`src/rtl/short_plateau_detect_pkg.sv`:
```
// short_plateau_detect_pkg
// Shared definitions for the short-preamble sync chain: the plateau FSM state
// encoding, the default counter width and the default plateau constants that
// the long-sync window logic also uses.
// No ports (package).

package short_plateau_detect_pkg;

  typedef enum logic [1:0] {
    ST_IDLE    = 2'd0,
    ST_ARM     = 2'd1,
    ST_LOCKED  = 2'd2,
    ST_HOLDOFF = 2'd3
  } plateau_state_e;

  localparam int unsigned DEF_CNT_W        = 16;
  localparam int unsigned DEF_MIN_PLATEAU  = 100;
  localparam int unsigned DEF_MAX_GAP      = 2;
  localparam int unsigned DEF_DROP_CNT     = 32;
  localparam int unsigned DEF_LOCK_TIMEOUT = 400;
  localparam int unsigned DEF_HOLDOFF      = 64;

  // True when value is representable in an unsigned counter of the given width.
  function automatic bit fits_cnt(input longint unsigned value, input int unsigned width);
    if (width >= 64) return 1'b1;
    return value < (64'd1 << width);
  endfunction

endpackage

```
`src/rtl/short_plateau_detect_if.sv`:
```
// short_plateau_detect_if
// Bundles the decision-bit input stream and the plateau/sample-index outputs.
//   pak_det, pak_strobe          : decision bit and its one-cycle qualifier
//   short_det, short_det_strobe  : locked level and lock-entry pulse
//   release_strobe, timeout_flag : lock-exit pulse and its cause
//   sample_idx, idx_strobe       : per-strobe index while locked and its qualifier
//   plateau_len, plateau_len_strobe : only with PLATEAU_LEN_EN defined
// Modports: master = upstream decision stage / consumer side, slave = detector.

interface short_plateau_detect_if
  import short_plateau_detect_pkg::*;
#(
  parameter int unsigned CNT_W = DEF_CNT_W
);

  logic             pak_det;
  logic             pak_strobe;
  logic             short_det;
  logic             short_det_strobe;
  logic             release_strobe;
  logic             timeout_flag;
  logic [CNT_W-1:0] sample_idx;
  logic             idx_strobe;
`ifdef PLATEAU_LEN_EN
  logic [CNT_W-1:0] plateau_len;
  logic             plateau_len_strobe;
`endif

  modport master (
    output pak_det, pak_strobe,
`ifdef PLATEAU_LEN_EN
    input  plateau_len, plateau_len_strobe,
`endif
    input  short_det, short_det_strobe, release_strobe, timeout_flag,
           sample_idx, idx_strobe
  );

  modport slave (
    input  pak_det, pak_strobe,
`ifdef PLATEAU_LEN_EN
    output plateau_len, plateau_len_strobe,
`endif
    output short_det, short_det_strobe, release_strobe, timeout_flag,
           sample_idx, idx_strobe
  );

endinterface

```
`src/rtl/short_plateau_detect_sat_strobe_counter.sv`:
```
// sat_strobe_counter
// Strobe-qualified unsigned counter with clear, saturating increment and a
// terminal compare against the value the counter would take after this
// increment, so the caller can act on the same strobe that reaches it.
//   clk, rst_n : clock, synchronous active-low reset
//   en         : strobe qualifier; nothing changes when low
//   clr, inc   : clear (wins) / increment request
//   terminal   : compare value
//   count      : current registered count
//   hit        : (count + 1) >= terminal, evaluated unsigned without wrap

module sat_strobe_counter #(
  parameter int unsigned CNT_W = 16
) (
  input  logic             clk,
  input  logic             rst_n,
  input  logic             en,
  input  logic             clr,
  input  logic             inc,
  input  logic [CNT_W-1:0] terminal,
  output logic [CNT_W-1:0] count,
  output logic             hit
);

  logic [CNT_W:0] count_plus;

  // One extra bit so the all-ones count compares as 2**CNT_W instead of wrapping.
  assign count_plus = {1'b0, count} + {{CNT_W{1'b0}}, 1'b1};
  assign hit        = count_plus >= {1'b0, terminal};

  always_ff @(posedge clk) begin
    if (!rst_n) begin
      count <= '0;
    end else if (en) begin
      if (clr) begin
        count <= '0;
      end else if (inc && !(&count)) begin
        count <= count_plus[CNT_W-1:0];
      end
    end
  end

endmodule

```
`src/rtl/short_plateau_detect.sv`:
```
// short_plateau_detect
// Declares a short-preamble plateau once the packet decision stays high for
// MIN_PLATEAU strobes (short low gaps tolerated), indexes strobes while
// locked, releases on a sustained drop or a lock timeout, then ignores input
// for a hold-off window. Everything advances only on pak_strobe; all outputs
// appear one cycle after the qualifying strobe.
//   CLK      : system clock
//   s_RST_n  : synchronous active-low reset
//   bus      : short_plateau_detect_if.slave (decision in, plateau outputs)
// Optional feature macro: PLATEAU_LEN_EN adds plateau_len/plateau_len_strobe.

module short_plateau_detect
  import short_plateau_detect_pkg::*;
#(
  parameter int unsigned CNT_W        = DEF_CNT_W,
  parameter int unsigned MIN_PLATEAU  = DEF_MIN_PLATEAU,
  parameter int unsigned MAX_GAP      = DEF_MAX_GAP,
  parameter int unsigned DROP_CNT     = DEF_DROP_CNT,
  parameter int unsigned LOCK_TIMEOUT = DEF_LOCK_TIMEOUT,
  parameter int unsigned HOLDOFF      = DEF_HOLDOFF
) (
  input  logic                  CLK,
  input  logic                  s_RST_n,
  short_plateau_detect_if.slave bus
);

  // Every threshold must be representable in the counters. The gap limit is
  // compared as gap+1 > MAX_GAP, so MAX_GAP+1 has to fit as well.
  if (!fits_cnt(longint'(MIN_PLATEAU), CNT_W) ||
      !fits_cnt(longint'(MAX_GAP) + 1, CNT_W) ||
      !fits_cnt(longint'(DROP_CNT), CNT_W) ||
      !fits_cnt(longint'(LOCK_TIMEOUT), CNT_W) ||
      !fits_cnt(longint'(HOLDOFF), CNT_W)) begin : g_param_check
    $error("short_plateau_detect: a threshold parameter does not fit in CNT_W");
  end

  localparam logic [CNT_W-1:0] RUN_TERM  = CNT_W'(MIN_PLATEAU);
  localparam logic [CNT_W-1:0] GAP_TERM  = CNT_W'(MAX_GAP + 1);
  localparam logic [CNT_W-1:0] MISS_TERM = CNT_W'(DROP_CNT);
  localparam logic [CNT_W-1:0] LOCK_TERM = CNT_W'(LOCK_TIMEOUT);
  localparam logic [CNT_W-1:0] HOLD_TERM = CNT_W'(HOLDOFF);

  plateau_state_e state_q, state_d;

  logic run_clr, run_inc, run_hit;
  logic gap_clr, gap_inc, gap_hit;
  logic miss_clr, miss_inc, miss_hit;
  logic lock_clr, lock_inc, lock_hit;
  logic hold_clr, hold_inc, hold_hit;
  logic [CNT_W-1:0] run_cnt, gap_cnt, miss_cnt, lock_cnt, hold_cnt;

  logic enter_lock;
  logic short_det_strobe_d, release_d, timeout_d, idx_strobe_d;
  logic short_det_strobe_q, release_q, timeout_q, idx_strobe_q;

  sat_strobe_counter #(.CNT_W(CNT_W)) u_run (
    .clk(CLK), .rst_n(s_RST_n), .en(bus.pak_strobe), .clr(run_clr), .inc(run_inc),
    .terminal(RUN_TERM), .count(run_cnt), .hit(run_hit)
  );

  sat_strobe_counter #(.CNT_W(CNT_W)) u_gap (
    .clk(CLK), .rst_n(s_RST_n), .en(bus.pak_strobe), .clr(gap_clr), .inc(gap_inc),
    .terminal(GAP_TERM), .count(gap_cnt), .hit(gap_hit)
  );

  sat_strobe_counter #(.CNT_W(CNT_W)) u_miss (
    .clk(CLK), .rst_n(s_RST_n), .en(bus.pak_strobe), .clr(miss_clr), .inc(miss_inc),
    .terminal(MISS_TERM), .count(miss_cnt), .hit(miss_hit)
  );

  // The lock counter doubles as sample_idx: cleared on lock entry, +1 per
  // LOCKED strobe, so it already equals the strobes seen since lock.
  sat_strobe_counter #(.CNT_W(CNT_W)) u_lock (
    .clk(CLK), .rst_n(s_RST_n), .en(bus.pak_strobe), .clr(lock_clr), .inc(lock_inc),
    .terminal(LOCK_TERM), .count(lock_cnt), .hit(lock_hit)
  );

  sat_strobe_counter #(.CNT_W(CNT_W)) u_hold (
    .clk(CLK), .rst_n(s_RST_n), .en(bus.pak_strobe), .clr(hold_clr), .inc(hold_inc),
    .terminal(HOLD_TERM), .count(hold_cnt), .hit(hold_hit)
  );

  // Only the terminal compares of these counters drive decisions.
  logic unused_cnt_bits;
  assign unused_cnt_bits = ^{run_cnt, gap_cnt, miss_cnt, hold_cnt};

  // State register.
  always_ff @(posedge CLK) begin
    if (!s_RST_n) begin
      state_q <= ST_IDLE;
    end else begin
      state_q <= state_d;
    end
  end

  // Next-state and counter control. Nothing moves without pak_strobe. A lock
  // or release decided in a branch is finished off by the shared blocks at
  // the end so both entry paths into LOCKED clear the same counters.
  always_comb begin
    state_d            = state_q;
    run_clr            = 1'b0;
    run_inc            = 1'b0;
    gap_clr            = 1'b0;
    gap_inc            = 1'b0;
    miss_clr           = 1'b0;
    miss_inc           = 1'b0;
    lock_clr           = 1'b0;
    lock_inc           = 1'b0;
    hold_clr           = 1'b0;
    hold_inc           = 1'b0;
    enter_lock         = 1'b0;
    short_det_strobe_d = 1'b0;
    release_d          = 1'b0;
    timeout_d          = 1'b0;
    idx_strobe_d       = 1'b0;

    if (bus.pak_strobe) begin
      case (state_q)
        ST_IDLE: begin
          if (bus.pak_det) begin
            state_d = ST_ARM;
            gap_clr = 1'b1;
            if (run_hit) enter_lock = 1'b1;
            else         run_inc    = 1'b1;
          end
        end
        ST_ARM: begin
          if (bus.pak_det) begin
            gap_clr = 1'b1;
            if (run_hit) enter_lock = 1'b1;
            else         run_inc    = 1'b1;
          end else if (gap_hit) begin
            state_d = ST_IDLE;
            run_clr = 1'b1;
            gap_clr = 1'b1;
          end else begin
            gap_inc = 1'b1;
          end
        end
        ST_LOCKED: begin
          idx_strobe_d = 1'b1;
          lock_inc     = 1'b1;
          if (bus.pak_det) miss_clr = 1'b1;
          else             miss_inc = 1'b1;
          // Drop is checked first so it wins a tie with the timeout.
          if (!bus.pak_det && miss_hit) begin
            release_d = 1'b1;
          end else if (lock_hit) begin
            release_d = 1'b1;
            timeout_d = 1'b1;
          end
        end
        ST_HOLDOFF: begin
          if (hold_hit) begin
            state_d  = ST_IDLE;
            hold_clr = 1'b1;
            lock_clr = 1'b1;
          end else begin
            hold_inc = 1'b1;
          end
        end
        default: begin
          state_d = ST_IDLE;
        end
      endcase

      if (enter_lock) begin
        state_d            = ST_LOCKED;
        short_det_strobe_d = 1'b1;
        run_clr            = 1'b1;
        gap_clr            = 1'b1;
        miss_clr           = 1'b1;
        lock_clr           = 1'b1;
      end

      if (release_d) begin
        state_d  = ST_HOLDOFF;
        miss_clr = 1'b1;
        hold_clr = 1'b1;
      end
    end
  end

  // Pulse outputs are re-registered every cycle so they last exactly one cycle.
  always_ff @(posedge CLK) begin
    if (!s_RST_n) begin
      short_det_strobe_q <= 1'b0;
      release_q          <= 1'b0;
      timeout_q          <= 1'b0;
      idx_strobe_q       <= 1'b0;
    end else begin
      short_det_strobe_q <= short_det_strobe_d;
      release_q          <= release_d;
      timeout_q          <= timeout_d;
      idx_strobe_q       <= idx_strobe_d;
    end
  end

  assign bus.short_det        = (state_q == ST_LOCKED);
  assign bus.short_det_strobe = short_det_strobe_q;
  assign bus.release_strobe   = release_q;
  assign bus.timeout_flag     = timeout_q;
  assign bus.sample_idx       = lock_cnt;
  assign bus.idx_strobe       = idx_strobe_q;

`ifdef PLATEAU_LEN_EN
  logic [CNT_W-1:0] lock_len_next;
  logic [CNT_W-1:0] plateau_len_q;
  logic             plateau_len_strobe_q;

  // Length includes the releasing strobe, matching the last sample_idx.
  assign lock_len_next = (&lock_cnt) ? lock_cnt : lock_cnt + 1'b1;

  // Plateau length is captured only at release and held until the next one.
  always_ff @(posedge CLK) begin
    if (!s_RST_n) begin
      plateau_len_q        <= '0;
      plateau_len_strobe_q <= 1'b0;
    end else begin
      plateau_len_strobe_q <= release_d;
      if (release_d) plateau_len_q <= lock_len_next;
    end
  end

  assign bus.plateau_len        = plateau_len_q;
  assign bus.plateau_len_strobe = plateau_len_strobe_q;
`endif

endmodule
```
`src/flat_wrapper.sv`:
```
// flat-port wrapper written by rule: the top's interface ports become plain ports
module short_plateau_detect_flat import short_plateau_detect_pkg::*;
#(
  parameter int unsigned CNT_W        = DEF_CNT_W,
  parameter int unsigned MIN_PLATEAU  = DEF_MIN_PLATEAU,
  parameter int unsigned MAX_GAP      = DEF_MAX_GAP,
  parameter int unsigned DROP_CNT     = DEF_DROP_CNT,
  parameter int unsigned LOCK_TIMEOUT = DEF_LOCK_TIMEOUT,
  parameter int unsigned HOLDOFF      = DEF_HOLDOFF
)
  (CLK, s_RST_n, bus_pak_det, bus_pak_strobe, bus_short_det, bus_short_det_strobe, bus_release_strobe, bus_timeout_flag, bus_sample_idx, bus_idx_strobe);
  short_plateau_detect_if #(.CNT_W(CNT_W)) bus_i ();
  input  logic CLK;
  input  logic s_RST_n;
  input wire logic [$bits(bus_i.pak_det)-1:0] bus_pak_det;
  input wire logic [$bits(bus_i.pak_strobe)-1:0] bus_pak_strobe;
  output wire logic [$bits(bus_i.short_det)-1:0] bus_short_det;
  output wire logic [$bits(bus_i.short_det_strobe)-1:0] bus_short_det_strobe;
  output wire logic [$bits(bus_i.release_strobe)-1:0] bus_release_strobe;
  output wire logic [$bits(bus_i.timeout_flag)-1:0] bus_timeout_flag;
  output wire logic [$bits(bus_i.sample_idx)-1:0] bus_sample_idx;
  output wire logic [$bits(bus_i.idx_strobe)-1:0] bus_idx_strobe;
  assign bus_i.pak_det = bus_pak_det;
  assign bus_i.pak_strobe = bus_pak_strobe;
  assign bus_short_det = bus_i.short_det;
  assign bus_short_det_strobe = bus_i.short_det_strobe;
  assign bus_release_strobe = bus_i.release_strobe;
  assign bus_timeout_flag = bus_i.timeout_flag;
  assign bus_sample_idx = bus_i.sample_idx;
  assign bus_idx_strobe = bus_i.idx_strobe;
  short_plateau_detect #(.CNT_W(CNT_W), .MIN_PLATEAU(MIN_PLATEAU), .MAX_GAP(MAX_GAP), .DROP_CNT(DROP_CNT), .LOCK_TIMEOUT(LOCK_TIMEOUT), .HOLDOFF(HOLDOFF)) u_core (.CLK(CLK), .s_RST_n(s_RST_n), .bus(bus_i));
endmodule
```
`config.mk`:
```
export PLATFORM = sky130hd
export DESIGN_NAME = short_plateau_detect_flat
export DESIGN_NICKNAME = d
export VERILOG_FILES = /design/src/rtl/short_plateau_detect_pkg.sv /design/src/rtl/short_plateau_detect_if.sv /design/src/rtl/short_plateau_detect_sat_strobe_counter.sv /design/src/rtl/short_plateau_detect.sv /design/src/flat_wrapper.sv
export SDC_FILE = /design/constraint.sdc
export NUM_CORES = 1
export LEC_CHECK = 0
export BUFFER_PORTS_ARGS = -buffer_cell sky130_fd_sc_hd__buf_2
export CORE_AREA = 2 2 92 94
export DETAILED_ROUTE_END_ITERATION = 6
export DIE_AREA = 0 0 94 96
export PLACE_DENSITY = 0.87
export SYNTH_ARGS = -nofsm -noshare
export SYNTH_HDL_FRONTEND = slang
export SYNTH_SLANG_ARGS = --single-unit
```
`constraint.sdc`:
```
create_clock -name CLK -period 7.3 [get_ports CLK]
set_input_delay 0.365 -clock CLK [delete_from_list [all_inputs] [get_ports CLK]]
set_output_delay 0.365 -clock CLK [all_outputs]
set_load 0.02 [all_outputs]
```
# Yosys cells after proc, flatten, opt, wreduce, memory -nomap -nowiden
# Index checks and enable logic that the tools add are counted.
[word_totals] n_memories=0 input_bits=4 latchBits=0 register_bits=86 ramBits=0 out_inout_bits=21 romBits=0
[classes] bitwise=3 reduce_logical=33 n_div=0 multipliers=0 mux=62 eq_ne=7 n_addsub=5 n_shift=0 order_cmp=5
[op_table] cell="$mux W16" count=10
[op_table] cell="$add A16 B1 Y17 const B" count=5
[op_table] cell="$reduce_and A16 Y1" count=5
[op_table] cell="$mux W1" count=44
[op_table] cell="$ge A17 B7 Y1 const B" count=2
[op_table] cell="$ge A17 B2 Y1 const B" count=1
[op_table] cell="$ge A17 B6 Y1 const B" count=1
[op_table] cell="$ge A17 B9 Y1 const B" count=1
[op_table] cell="$mux W2" count=6
[op_table] cell="$reduce_and A2 Y1" count=6
[op_table] cell="$reduce_bool A2 Y1" count=5
[op_table] cell="$ne A4 B1 Y1 const B" count=2
[op_table] cell="$ne A4 B2 Y1 const B" count=2
[op_table] cell="$logic_and A1 B1 Y1" count=6
[op_table] cell="$logic_not A1 Y1" count=6
[op_table] cell="$pmux W2 S3" count=1
[op_table] cell="$reduce_and A6 Y1" count=1
[op_table] cell="$reduce_bool A5 Y1" count=1
[op_table] cell="$eq A2 B2 Y1 const B" count=2
[op_table] cell="$reduce_or A4 Y1" count=1
[op_table] cell="$not A1 Y1" count=3
[op_table] cell="$eq A2 B1 Y1 const B" count=1
[op_table] cell="$logic_not A2 Y1" count=1
[op_table] cell="$pmux W1 S2" count=1
[op_table] cell="$reduce_or A2 Y1" count=1

# Depth between registers and ports, before layout
[depth] depth_word=11 mapped_depth=11 mapped_depth_nobuf=9

# By module
# From an unflattened synthesis, not the netlist that was laid out.
[hier_totals] hier_cells=935 hier_area_um2=7464.7
[modules_own_cells] mod="sat_strobe_counter (u_core.u_gap ...)" area_per_inst_um2=1371.3 instances=3 seq_area_each_um2=320.3 cells_per_inst=173
[modules_own_cells] mod="sat_strobe_counter (u_core.u_lock)" area_per_inst_um2=1507.7 instances=1 seq_area_each_um2=320.3 cells_per_inst=185
[modules_own_cells] mod="sat_strobe_counter (u_core.u_run)" area_per_inst_um2=1435.1 instances=1 seq_area_each_um2=320.3 cells_per_inst=178
[modules_own_cells] mod="short_plateau_detect" area_per_inst_um2=407.9 instances=1 seq_area_each_um2=120.1 cells_per_inst=53

# Worst setup path before layout
# No wires, ideal clock.
[synth_timing] path_type="register to register" start="reg u_core.u_miss.count[0]" end="reg u_core.state_q[0]" stages_incl_launch_ff=11 path_slack_ns=4.684 synth_period_minus_slack_ns=2.616 required_ns=7.181 path_buffers=1 setup_time_ns=0.119 t_arrival_ns=2.498 cell_sequence="dfxtp_1 ha_1 nand4_2 nor3_1 mux2_2 a211oi_1 a311oi_2 nor2_1 buf_2 nand2_1 o221a_2"
[synth_via] elab_chain_cells=8 word_cells_on_any_way=13 cone_classes="add/sub: 1; order compare: 1; eq/ne: 4; mux: 4; reduce/logical: 3"
[synth_lines] element="from (decl)" line="short_plateau_detect_sat_strobe_counter.sv:21" rtl="output logic [CNT_W-1:0] count,"
[synth_lines] element="from (signal assigned)" line="short_plateau_detect_sat_strobe_counter.sv:38" rtl="count <= count_plus[CNT_W-1:0];"
[synth_lines] element="$add A16 B1 Y17 *" line="short_plateau_detect_sat_strobe_counter.sv:28" rtl="assign count_plus = {1'b0, count} + {{CNT_W{1'b0}}, 1'b1};"
[synth_lines] element="$ge A17 B6 Y1 *" line="short_plateau_detect_sat_strobe_counter.sv:29" rtl="assign hit = count_plus >= {1'b0, terminal};"
[synth_lines] element="$logic_and A1 B1 Y1 *" line="short_plateau_detect.sv:146" rtl="if (!bus.pak_det && miss_hit) begin"
[synth_lines] element="$mux W1 *" line="short_plateau_detect.sv:146"
[synth_lines] element="$mux W1 *" line="short_plateau_detect.sv:118" rtl="case (state_q)"
[synth_lines] element="$mux W1 *" line="short_plateau_detect.sv:117" rtl="if (bus.pak_strobe) begin"
[synth_lines] element="$ne A4 B1 Y1 (no line), or another cell as far along"
[synth_lines] element="$reduce_and A6 Y1 (no line)"
[synth_lines] element="to (signal assigned)" line="short_plateau_detect.sv:92" rtl="state_q <= state_d;"
[synth_lines] element="to (decl)" line="short_plateau_detect.sv:43" rtl="plateau_state_e state_q, state_d;"
# Every way passes the cells marked *; elsewhere a longest branch is shown, timed or not. The select of a mux whose other input is x is not followed.
# A chain may end at the register's enable or synchronous reset.

# Worst setup path in the final report
[layout_timing] start="reg u_core.u_run.count[0]" end="reg u_core.u_gap.count[2]"
[layout_via] elab_chain_cells=10 word_cells_on_any_way=11 cone_classes="add/sub: 1; order compare: 1; mux: 7; reduce/logical: 2"
[layout_lines] element="from (decl)" line="short_plateau_detect_sat_strobe_counter.sv:21"
[layout_lines] element="from (signal assigned)" line="short_plateau_detect_sat_strobe_counter.sv:38"
[layout_lines] element="$add A16 B1 Y17 *" line="short_plateau_detect_sat_strobe_counter.sv:28"
[layout_lines] element="$ge A17 B7 Y1 *" line="short_plateau_detect_sat_strobe_counter.sv:29"
[layout_lines] element="$mux W1 *" line="short_plateau_detect.sv:123, short_plateau_detect.sv:130"
[layout_lines] element="$mux W1 *" line="short_plateau_detect.sv:120" rtl="if (bus.pak_det) begin"
[layout_lines] element="$mux W1 *"
[layout_lines] element="$mux W1 *" line="short_plateau_detect.sv:117"
[layout_lines] element="$mux W1 *" line="short_plateau_detect.sv:167" rtl="if (enter_lock) begin"
[layout_lines] element="$mux W1 *" line="short_plateau_detect.sv:117"
[layout_lines] element="$reduce_bool A2 Y1 (no line)"
[layout_lines] element="$reduce_and A2 Y1 (no line)"
[layout_lines] element="to (signal assigned)" line="short_plateau_detect_sat_strobe_counter.sv:38"
[layout_lines] element="to (decl)" line="short_plateau_detect_sat_strobe_counter.sv:21"
# Marked as above.

==> impl_metrics.json <==
{
  "postSynth.topFlopCell": "sky130_fd_sc_hd__dfxtp_1",
  "synth.largest_area_cell": "sky130_fd_sc_hd__dfxtp_1",
  "postCtsSetupBuffers": 0,
  "antennaDiodeCount": 0,
  "drc": 0,
  "grt_setup_unrepaired": "false",
  "cp.arrival_ns": 3.66,
  "drt-pass1-iter-count": 5,
  "period_share_pct": 46.1,
  "ys.warnings.count": 0,
  "seqCellArea_um2": 1720,
  "numCtsBuffers": 9,
  "layout.nets": 573,
  "finClkSkew_ns": 0.00774,
  "sequential_to_total_area_share_from_yosys_stat_pct": 36.6,
  "dp_worst_setup_slack_ns": 3.98,
  "tightest_slew_ns": 1.24,
  "floorplan.die.width_um": 94,
  "synthArstFlopShare_pct": 0,
  "post_synth_inst_count": 540,
  "outcome": "completed",
  "number_of_nets_produced_by_synthesis": 559,
  "path_max_fanout": 23,
  "grt_pass1_vias": 3820,
  "reg2reg_depth": 9,
  "synth.avg_cell_area_um2": 8.70,
  "synth_top_cells_by_area": "sky130_fd_sc_hd__dfxtp_1 (37%), sky130_fd_sc_hd__and2_1 (4.7%), sky130_fd_sc_hd__xor2_1 (4.1%), sky130_fd_sc_hd__ha_1 (4.0%), sky130_fd_sc_hd__nand4_1 (4.0%)",
  "port-buffer-count": 24,
  "gp_congestion": 0.903,
  "timing.critical_path.from": "u_core.u_run.count[0]$_SDFFE_PN0P_",
  "critPathLaunchType": "flip-flop",
  "max_freq_ghz": 0.297,
  "p_switching_mw": 0.188,
  "overflow": 0,
  "global_route_wire_length_before_repair_mm": 17.2,
  "clock_tree.buffer_depth": 2,
  "setup-violations-final": 0,
  "cellPowerDensity_nw_per_um2": 172,
  "sum_of_net_half_perimeters_after_detailed_placement_mm": 7.36,
  "final_hold_viol_count": 0,
  "drt-wirelength-per-cell_um": 15.7,
  "area_delta_synth_final_pct": 7.75,
  "power.clock.fraction_pct": 42.0,
  "total_standard_cell_area_after_synthesis_um2": 4700,
  "commonest_cells_after_routing_fill_and_taps_aside": "sky130_fd_sc_hd__dfxtp_1 (86), sky130_fd_sc_hd__nor2_1 (48), sky130_fd_sc_hd__nand2_1 (36)",
  "cp.required_ns": 7.59,
  "clkSinkCount": 86,
  "track_usage_pct": 23.5,
  "ioPinCount": 25,
  "endpoint_kind": "flip-flop",
  "drv.max_cap_violation_count": 0,
  "hp-class": "in -> reg",
  "hold_slack_ns": 0.429,
  "start_to_end_type_of_the_worst_setup_path": "reg -> reg",
  "cts_tree": "yes",
  "layout_commonest_cell": "sky130_fd_sc_hd__dfxtp_1",
  "total_negative_slack_ns": 0,
  "drt-initial-drc-count": 249,
  "layout-drive-gt1-share_pct": 11.4,
  "crit-reg2reg-capture": "u_core.u_gap.count[2]$_SDFFE_PN0P_",
  "num-fill-cells": 671,
  "antenna_found_initial": 0,
  "die-height_um": 96,
  "synth-edff-count": 0,
  "fin_ws_ns": 3.93,
  "cp-endpoint": "u_core.u_gap.count[2]$_SDFFE_PN0P_",
  "critical_path.reg2reg.startpoint": "u_core.u_run.count[0]$_SDFFE_PN0P_",
  "cts.htree.levels": 3,
  "p_int_mw": 0.683,
  "leakage_nw": 1.99,
  "area_of_the_multi_input_gates_um2": 2800,
  "post_cts_resized": 0,
  "seq_power_share_pct": 54.4,
  "floorplan.core_area_um2": 8050,
  "wl_mm": 10.4,
  "power.switching_fraction_pct": 21.6,
  "yosysUniqueCellTypes": 69,
  "postRouteAntennaNets": 0,
  "route.vias.total": 4161,
  "layout_min_cycle_time_ns": 3.37,
  "synth.ff_latch_count": 86,
  "timing.final.max_slew_violations": 0,
  "initial_utilization_pct": 58.4,
  "pwr-share-comb_pct": 3.6,
  "fp-row-count": 33,
  "setup_slack_of_the_most_critical_reg_to_reg_path_ns": 3.93,
  "cts.clk_slew.worst_paths_ns": 0.08,
  "clk-insertion-delay-late_ns": 0.35,
  "synth_top_area_share_pct": 36.6,
  "vdd_drop_max_v": 0.0000733,
  "die_area_um2": 9020,
  "cts_hold_repair.buffers": 0,
  "cts_root_buffer": "sky130_fd_sc_hd__clkbuf_8",
  "timing.slew.headroom_pct": 16.7,
  "detail_route.vias_per_cell": 6.27,
  "grt_max_degree": 24
}
[worst max-delay path, stage by stage, from the launching register on]
cell and delay (ns):
sky130_fd_sc_hd__dfxtp_1 0.45, sky130_fd_sc_hd__ha_1 0.38, sky130_fd_sc_hd__nand4_1 0.21, sky130_fd_sc_hd__nor2_1 0.21, sky130_fd_sc_hd__a41oi_2 0.18, sky130_fd_sc_hd__a2111oi_4 0.43
sky130_fd_sc_hd__a21oi_2 0.19, sky130_fd_sc_hd__o21ai_1 0.20, sky130_fd_sc_hd__nor3b_2 0.79, sky130_fd_sc_hd__and3_1 0.26
[per-stage QoR]
step	instances	instance area (µm²)	utilization, %	total power, mW
floorplan	540	4700	-	0.509
global placement	648	4850	60.2	0.514
finish	664	5060	62.9	0.871
CTS	664	5060	62.9	0.874
detailed placement	648	4850	60.2	0.516
global route	664	5060	62.9	0.899
[cells by family after synthesis]
| kind of cell | synth area share (%) |
|---|---|
| flops | 36.6 |
| compound gates | 15.5 |
| fa+ha+maj | 3.99 |
| simple gates | 31.0 |
| buf+inv | 3.81 |
| mux | 2.16 |
| xor+xnor | 6.90 |
[Yosys cell counts, types with 3 or more instances]
library cell	n
sky130_fd_sc_hd__a211o_1	3
sky130_fd_sc_hd__a211oi_1	6
sky130_fd_sc_hd__a21o_1	4
sky130_fd_sc_hd__a21oi_1	10
sky130_fd_sc_hd__a31oi_1	10
sky130_fd_sc_hd__and2_1	35
sky130_fd_sc_hd__and3_1	20
sky130_fd_sc_hd__and4_1	3
sky130_fd_sc_hd__buf_2	8
sky130_fd_sc_hd__buf_4	4
sky130_fd_sc_hd__clkbuf_1	9
sky130_fd_sc_hd__dfxtp_1	86
sky130_fd_sc_hd__ha_1	15
sky130_fd_sc_hd__inv_1	20
sky130_fd_sc_hd__mux2i_1	9
sky130_fd_sc_hd__nand2_1	36
sky130_fd_sc_hd__nand2b_1	3
sky130_fd_sc_hd__nand3_1	31
sky130_fd_sc_hd__nand4_1	30
sky130_fd_sc_hd__nand4_2	3
sky130_fd_sc_hd__nor2_1	48
sky130_fd_sc_hd__nor3_1	23
sky130_fd_sc_hd__nor3b_1	3
sky130_fd_sc_hd__nor4_1	7
sky130_fd_sc_hd__o211ai_1	4
sky130_fd_sc_hd__o21ai_0	9
sky130_fd_sc_hd__o21ai_1	7
sky130_fd_sc_hd__o31ai_1	4
sky130_fd_sc_hd__or3_1	4
sky130_fd_sc_hd__or4_1	4
sky130_fd_sc_hd__xnor2_1	15
sky130_fd_sc_hd__xor2_1	22
[routing by layer]
layer  up-vias  GRT usage (%)  wire [µm]
li1       2004              -          -
met3        36           4.70        545
met1      1968           28.8       4520
met2       153           40.4       5100
met4         0           9.90        231
met5         -              0          0
[how the worst min path moves through the flow]
stage	to	from	cells past startpoint
2_1_floorplan	u_core.u_hold.count[8]$_SDFFE_PN0P_	u_core.u_hold.count[8]$_SDFFE_PN0P_	1
3_3_place_gp	u_core.u_hold.count[8]$_SDFFE_PN0P_	u_core.u_hold.count[8]$_SDFFE_PN0P_	1
3_5_place_dp	u_core.u_hold.count[13]$_SDFFE_PN0P_	u_core.u_hold.count[13]$_SDFFE_PN0P_	1
4_1_cts	u_core.bus.release_strobe$_SDFF_PN0_	bus_pak_strobe	3
5_1_grt	u_core.state_q[0]$_SDFFE_PN0P_	s_RST_n	2
6_report	u_core.bus.release_strobe$_SDFF_PN0_	bus_pak_strobe	3
[sequential cells by signal, indices dropped and copies added (netlist names)]
| signal | flops |
|---|---|
| u_core.u_gap.count | 16 |
| u_core.u_hold.count | 16 |
| u_core.u_lock.count | 16 |
| u_core.u_miss.count | 16 |
| u_core.u_run.count | 16 |
| u_core.state_q | 2 |
| u_core.bus.idx_strobe | 1 |
| u_core.bus.release_strobe | 1 |
| u_core.bus.short_det_strobe | 1 |
| u_core.bus.timeout_flag | 1 |
[layout make-up]
cell class	instances	share of cell area, %
Tap cell	105	2.59
Multi-Input combinational cell	413	55.3
Sequential cell	86	34.0
Timing Repair Buffer	24	2.37
Clock inverter	3	1.33
Clock buffer	13	2.94
Inverter	20	1.48
[power by group through the flow]
stage               sequential, mW  clock [mW]  combinational, mW
floorplan                    0.484           0             0.0251
global placement             0.484           0             0.0296
CTS                          0.473       0.369             0.0315
detailed placement           0.484           0             0.0313
finish                       0.473       0.366             0.0315
global route                 0.474       0.389             0.0357
(Power assumes the default switching activity.)
